File: src/rtl/core_ctrl.sv
// core_ctrl: pipeline sequencer for the xRV32I core.
// Each cycle it decides whether PC, IF/ID and ID/EX advance, hold or flush.
// The inputs are EX redirects, ID load-use hazards, bus wait states and
// debug halt/resume.
// It also keeps a saturating count of cycles in which the PC was held.
//
// Control contract: every request input is a level that is sampled each
// cycle. There is no valid/ready handshake. The outputs are combinational
// from the current state and the inputs, and they act at the next rising
// edge. While rst is low, every output reads 0.
module core_ctrl #(
  parameter int FLUSH_CYCLES = 2,
  parameter int STALL_CYCLES = 1,
  parameter int ADDR_WIDTH   = 32
) (
  input  logic                  clk,
  input  logic                  rst,
  input  logic                  jump_req_in,
  input  logic [ADDR_WIDTH-1:0] jump_addr_in,
  input  logic                  load_use_in,
  input  logic                  bus_busy_in,
  input  logic                  halt_req_in,
  input  logic                  resume_req_in,
  output logic                  jump_flag_out,
  output logic [ADDR_WIDTH-1:0] jump_addr_out,
  output logic                  hold_pc_out,
  output logic                  hold_if_id_out,
  output logic                  hold_id_ex_out,
  output logic                  flush_if_id_out,
  output logic                  flush_id_ex_out,
  output logic                  halted_out,
  output logic [1:0]            state_out,
  output logic [31:0]           stall_cnt_out
);

  localparam int CNT_MAX = (FLUSH_CYCLES > STALL_CYCLES) ? FLUSH_CYCLES : STALL_CYCLES;
  localparam int CNT_W   = (CNT_MAX > 1) ? $clog2(CNT_MAX) : 1;
  localparam logic [CNT_W-1:0] FLUSH_LOAD = CNT_W'(FLUSH_CYCLES - 1);
  localparam logic [CNT_W-1:0] STALL_LOAD = CNT_W'(STALL_CYCLES - 1);
  localparam logic [CNT_W-1:0] CNT_ONE    = CNT_W'(1);

  typedef enum logic [1:0] {
    ST_RUN   = 2'd0,
    ST_STALL = 2'd1,
    ST_FLUSH = 2'd2,
    ST_HALT  = 2'd3
  } state_t;

  state_t           state_q, state_d;
  logic [CNT_W-1:0] cnt_q, cnt_d;
  // Set for the single RUN cycle right after a resume, so that a halt
  // request still held high does not immediately re-enter HALT.
  logic             resumed_q, resumed_d;
  logic [31:0]      stall_cnt_q;

  // State, remaining-cycle counter and the post-resume marker.
  always_ff @(posedge clk or negedge rst) begin
    if (!rst) begin
      state_q   <= ST_RUN;
      cnt_q     <= '0;
      resumed_q <= 1'b0;
    end else begin
      state_q   <= state_d;
      cnt_q     <= cnt_d;
      resumed_q <= resumed_d;
    end
  end

  // Next state and all control outputs, by priority: HALT, bus wait, jump, load-use, halt.
  always_comb begin
    state_d         = state_q;
    cnt_d           = cnt_q;
    resumed_d       = 1'b0;
    jump_flag_out   = 1'b0;
    jump_addr_out   = '0;
    hold_pc_out     = 1'b0;
    hold_if_id_out  = 1'b0;
    hold_id_ex_out  = 1'b0;
    flush_if_id_out = 1'b0;
    flush_id_ex_out = 1'b0;
    halted_out      = 1'b0;
    if (rst) begin
      if (state_q == ST_HALT) begin
        halted_out     = 1'b1;
        hold_pc_out    = 1'b1;
        hold_if_id_out = 1'b1;
        hold_id_ex_out = 1'b1;
        if (resume_req_in) begin
          state_d   = ST_RUN;
          resumed_d = 1'b1;
        end
      end else if (bus_busy_in) begin
        // Whole pipeline frozen; state and counter keep their values.
        hold_pc_out    = 1'b1;
        hold_if_id_out = 1'b1;
        hold_id_ex_out = 1'b1;
      end else if (state_q == ST_FLUSH) begin
        flush_if_id_out = 1'b1;
        flush_id_ex_out = 1'b1;
        if (cnt_q == CNT_ONE) state_d = ST_RUN;
        cnt_d = cnt_q - CNT_ONE;
      end else if (jump_req_in) begin
        // Taken in RUN or STALL; a jump in STALL aborts the stall.
        jump_flag_out   = 1'b1;
        jump_addr_out   = jump_addr_in;
        flush_if_id_out = 1'b1;
        flush_id_ex_out = 1'b1;
        if (FLUSH_CYCLES > 1) begin
          state_d = ST_FLUSH;
          cnt_d   = FLUSH_LOAD;
        end else begin
          state_d = ST_RUN;
          cnt_d   = '0;
        end
      end else if (state_q == ST_STALL) begin
        hold_pc_out     = 1'b1;
        hold_if_id_out  = 1'b1;
        flush_id_ex_out = 1'b1;
        if (cnt_q == CNT_ONE) state_d = ST_RUN;
        cnt_d = cnt_q - CNT_ONE;
      end else if (load_use_in) begin
        // Hold the front of the pipe and insert a bubble into ID/EX.
        hold_pc_out     = 1'b1;
        hold_if_id_out  = 1'b1;
        flush_id_ex_out = 1'b1;
        if (STALL_CYCLES > 1) begin
          state_d = ST_STALL;
          cnt_d   = STALL_LOAD;
        end
      end else if (halt_req_in && !resumed_q) begin
        state_d = ST_HALT;
      end
    end
  end

  // Saturating count of edges that see hold_pc_out asserted.
  always_ff @(posedge clk or negedge rst) begin
    if (!rst) begin
      stall_cnt_q <= '0;
    end else if (hold_pc_out && (stall_cnt_q != 32'hFFFF_FFFF)) begin
      stall_cnt_q <= stall_cnt_q + 32'd1;
    end
  end

  assign state_out     = rst ? state_q : 2'd0;
  assign stall_cnt_out = rst ? stall_cnt_q : 32'd0;

endmodule

File: config.mk
export PLATFORM = sky130hd
export DESIGN_NAME = core_ctrl
export DESIGN_NICKNAME = d
export VERILOG_FILES = /design/src/rtl/core_ctrl.sv
export SDC_FILE = /design/constraint.sdc
export NUM_CORES = 1
export LEC_CHECK = 0
export ABC_CLOCK_PERIOD_IN_PS = 2000
export BUFFER_PORTS_ARGS = -buffer_cell sky130_fd_sc_hd__buf_2
export CORE_AREA = 4 4 73 89
export CTS_CLUSTER_DIAMETER = 150
export DETAILED_ROUTE_END_ITERATION = 10
export DIE_AREA = 0 0 77 93
export PLACE_DENSITY = 0.75
export SYNTH_ARGS = -nofsm -noshare
export SYNTH_HDL_FRONTEND = slang
export SYNTH_SLANG_ARGS = --single-unit
File: constraint.sdc
create_clock -name clk -period 2 [get_ports clk]
set_clock_uncertainty 0.2 [all_clocks]
set_input_delay 0 -clock clk [delete_from_list [all_inputs] [get_ports clk]]
set_output_delay 0 -clock clk [all_outputs]
set_load 0.05 [all_outputs]
==> results.ini <==
[finish]
design.final.nets=490
fin_cells=511
final_util_pct=77.20
drive_above_1_share_pct=59.73
num_antenna_cells=0
syn_to_final_growth_pct=87.76
final_area_um2=4318
n_fill_cell=376

[clock_tree]
root_buffer=clkbuf_8
tritoncts=built
path_clk_slew_ns=0.07
cts_buffer_depth=2
insertion_delay_ns=0.29
cts-buffers-inserted=5
cts.htree.levels=2
cts.sinks=36

[grt]
grt_max_degree=38
grt-ovfl-total=0
grt_pass1_vias=2622
grt_pass1_wl_mm=12.52
antenna_found_initial=0
track_usage_pct=21.45

[logic_synthesis]
synth_edf_count=0
synth_seq_cells=36
synth_warnings=0
synth_top_flop_cell=dfrtp_1
yosys.area.top_type=dfrtp_1
synth.distinct_cells=31
syn_area_per_cell_um2=8.879
synth.top_cells.by_area=dfrtp_1, and2_1, xnor2_1
synth_seq_area_share_pct=39.17
synth_top_area_share_pct=39.17
synthesis.area_um2=2300
synthTopCellsByCount=and2_1, dfrtp_1, nor2_1
async_flop_share_pct=100.0
yosysMostFrequentCell=and2_1
netlist_instances=259
syn_nets=303

[timing]
maxClockFrequency_mhz=460.5
period_minus_slack_ns=2.172
rsz0062_at_grt=true
tns_ns=-6.897
setup_viol=66
drv_slew=0
worst_slew_pin_slew_ns=0.4386
fin_ws_ns=-0.1717
hold_viol_final=0
maxSlewHeadroom_pct=70.53
timing.final.crit_share_pct=108.6

[routing]
dr.pass1.iters=4
detail_route.vias_per_cell=5.051
route.detailed.drc=0
via_count=2581
route.antenna.remaining_nets=0
wire_per_inst_um=16.33
drtIter0Drc=59
wl_mm=8.347

[worst_setup_path]
critPathKind=flip-flop to flip-flop
cp.arrival_ns=2.18
path_max_fanout=5
start_kind=flip-flop
required_ns=2.01
cp-end-kind=flip-flop

[die]
die_y_um=93
ioPinCount=112
die_area_um2=7161
rows=30
die_x_um=77
initial_core_util_pct=41.12
core_um2=5593

[place]
dp_hpwl_mm=5.407
place_area_um2=3410
dp_cells=475
io_buffers=111
pre_cts_slack_ns=-0.2709
place.gp.congestion=0.8315

[job]
cap_violations=0

[outcome]
status=finished with violations
violations=setup timing

[power_and_ir_drop]
p_leak_nw=2.241
ir_drop_mv=0.5314
power_density_nw_per_um2=785.0

[worst_hold_path]
min_path_type=primary input to asynchronous set/reset pin

worst max-delay path, cell delays in order, from the launching register on:
cell and delay (ns):
dfrtp_1 0.40, buf_6 0.14, ha_4 0.17, o31ai_4 0.29
nand4_1 0.17, buf_4 0.19, nand2b_4 0.17, buf_4 0.16
nor2_4 0.07, xor2_1 0.13
routing by layer:
metal | global-route usage (%) | wire (um) | vias up
li1 | - | - | 1229
met1 | 24.10 | 3155 | 1232
met2 | 40.41 | 4461 | 109
met3 | 4.528 | 601 | 11
met4 | 6.528 | 129 | 0
met5 | 0 | 0 | -
stage by stage:
step / power (mW) / hold WS [ns]
after floorplan: 1.861 / -0.4956
after global placement: 2.312 / -0.3433
after detailed placement: 2.356 / -0.3430
after CTS: 3.203 / 0.008114
after global routing: 3.556 / 0.04393
final: 3.390 / 0.03800
layout by cell type (no fill, tap or decap), drive strengths merged:
cell	netlist	final
clkbuf	8	5
nor3	9	9
a21oi	3	3
or4	1	1
nand2	14	14
o31ai	5	5
nor2	20	20
and4	3	3
clkinv	0	3
or2	3	3
xor2	12	12
nand4	9	9
nor3b	2	2
ha	5	5
a311o	1	1
and2	70	70
o21ai	4	4
buf	3	188
xnor2	18	18
nand3	13	13
inv	6	6
nand2b	2	2
dfrtp	36	36
nor4	2	2
a22o	1	1
dlygate4sd3	0	3
nand4b	1	1
and3	7	7
nor2b	1	1
worst paths after layout:
check	start	endpoint	slack, ns	cells after the start
worst max-delay path	state_q[1]	stall_cnt_q[24]	-0.17	9
worst min-delay path	rst	state_q[0]	0.04	2
worst max register to register	state_q[1]	stall_cnt_q[24]	-0.17	9
worst min register to register	stall_cnt_q[22]	stall_cnt_q[22]	0.32	1
max in group asynchronous	rst	stall_cnt_q[18]	1.05	3
min in group clk	bus_busy_in	cnt_q	0.12	6
state kept, by name (all words and copies together) (netlist names):
name and cells:
state_q 2, stall_cnt_q 32, cnt_q 1, resumed_q 1
final cells by class:
| cell class | count | area, um^2 | share of cell area (%) |
|---|---|---|---|
| Sequential cell | 36 | 900.9 | 20.86 |
| Timing Repair Buffer | 191 | 1583 | 36.66 |
| Clock buffer | 5 | 68.82 | 1.594 |
| Tap cell | 64 | 80.08 | 1.855 |
| Inverter | 6 | 27.53 | 0.6375 |
| Multi-Input combinational cell | 206 | 1639 | 37.96 |
| Clock inverter | 3 | 18.77 | 0.4347 |
report_power, final:
| group | internal, mW | switching (mW) | leakage, nW |
|---|---|---|---|
| Clock | 0.243 | 0.268 | 0.0479 |
| Combinational | 0.880 | 1.10 | 1.71 |
| Sequential | 0.829 | 0.0707 | 0.484 |
| Total | 1.95 | 1.44 | 2.24 |
logic make-up (layout without fill, tap and decap cells):
| family | after synthesis | count (layout) | synth area share (%) |
|---|---|---|---|
| and+or+nand+nor | 157 | 157 | 39.28 |
| AOI/OAI and AO/OA | 14 | 14 | 3.972 |
| xor gates and xnor gates | 30 | 30 | 11.43 |
| buffers and inverters | 17 | 205 | 3.427 |
| DFF | 36 | 36 | 39.17 |
| adders and majority gates | 5 | 5 | 2.720 |
timing repair:
item                                    in CTS  in global routing
pin swaps                                   28                 33
setup buffers                               12                 11
endpoints found under the setup margin      71                 87
gates resized for setup                    141                 43
hold buffers                                 3                  0
hold endpoints to repair                    39                  0
gates cloned                                 1                  3
(Power assumes the default switching activity.)
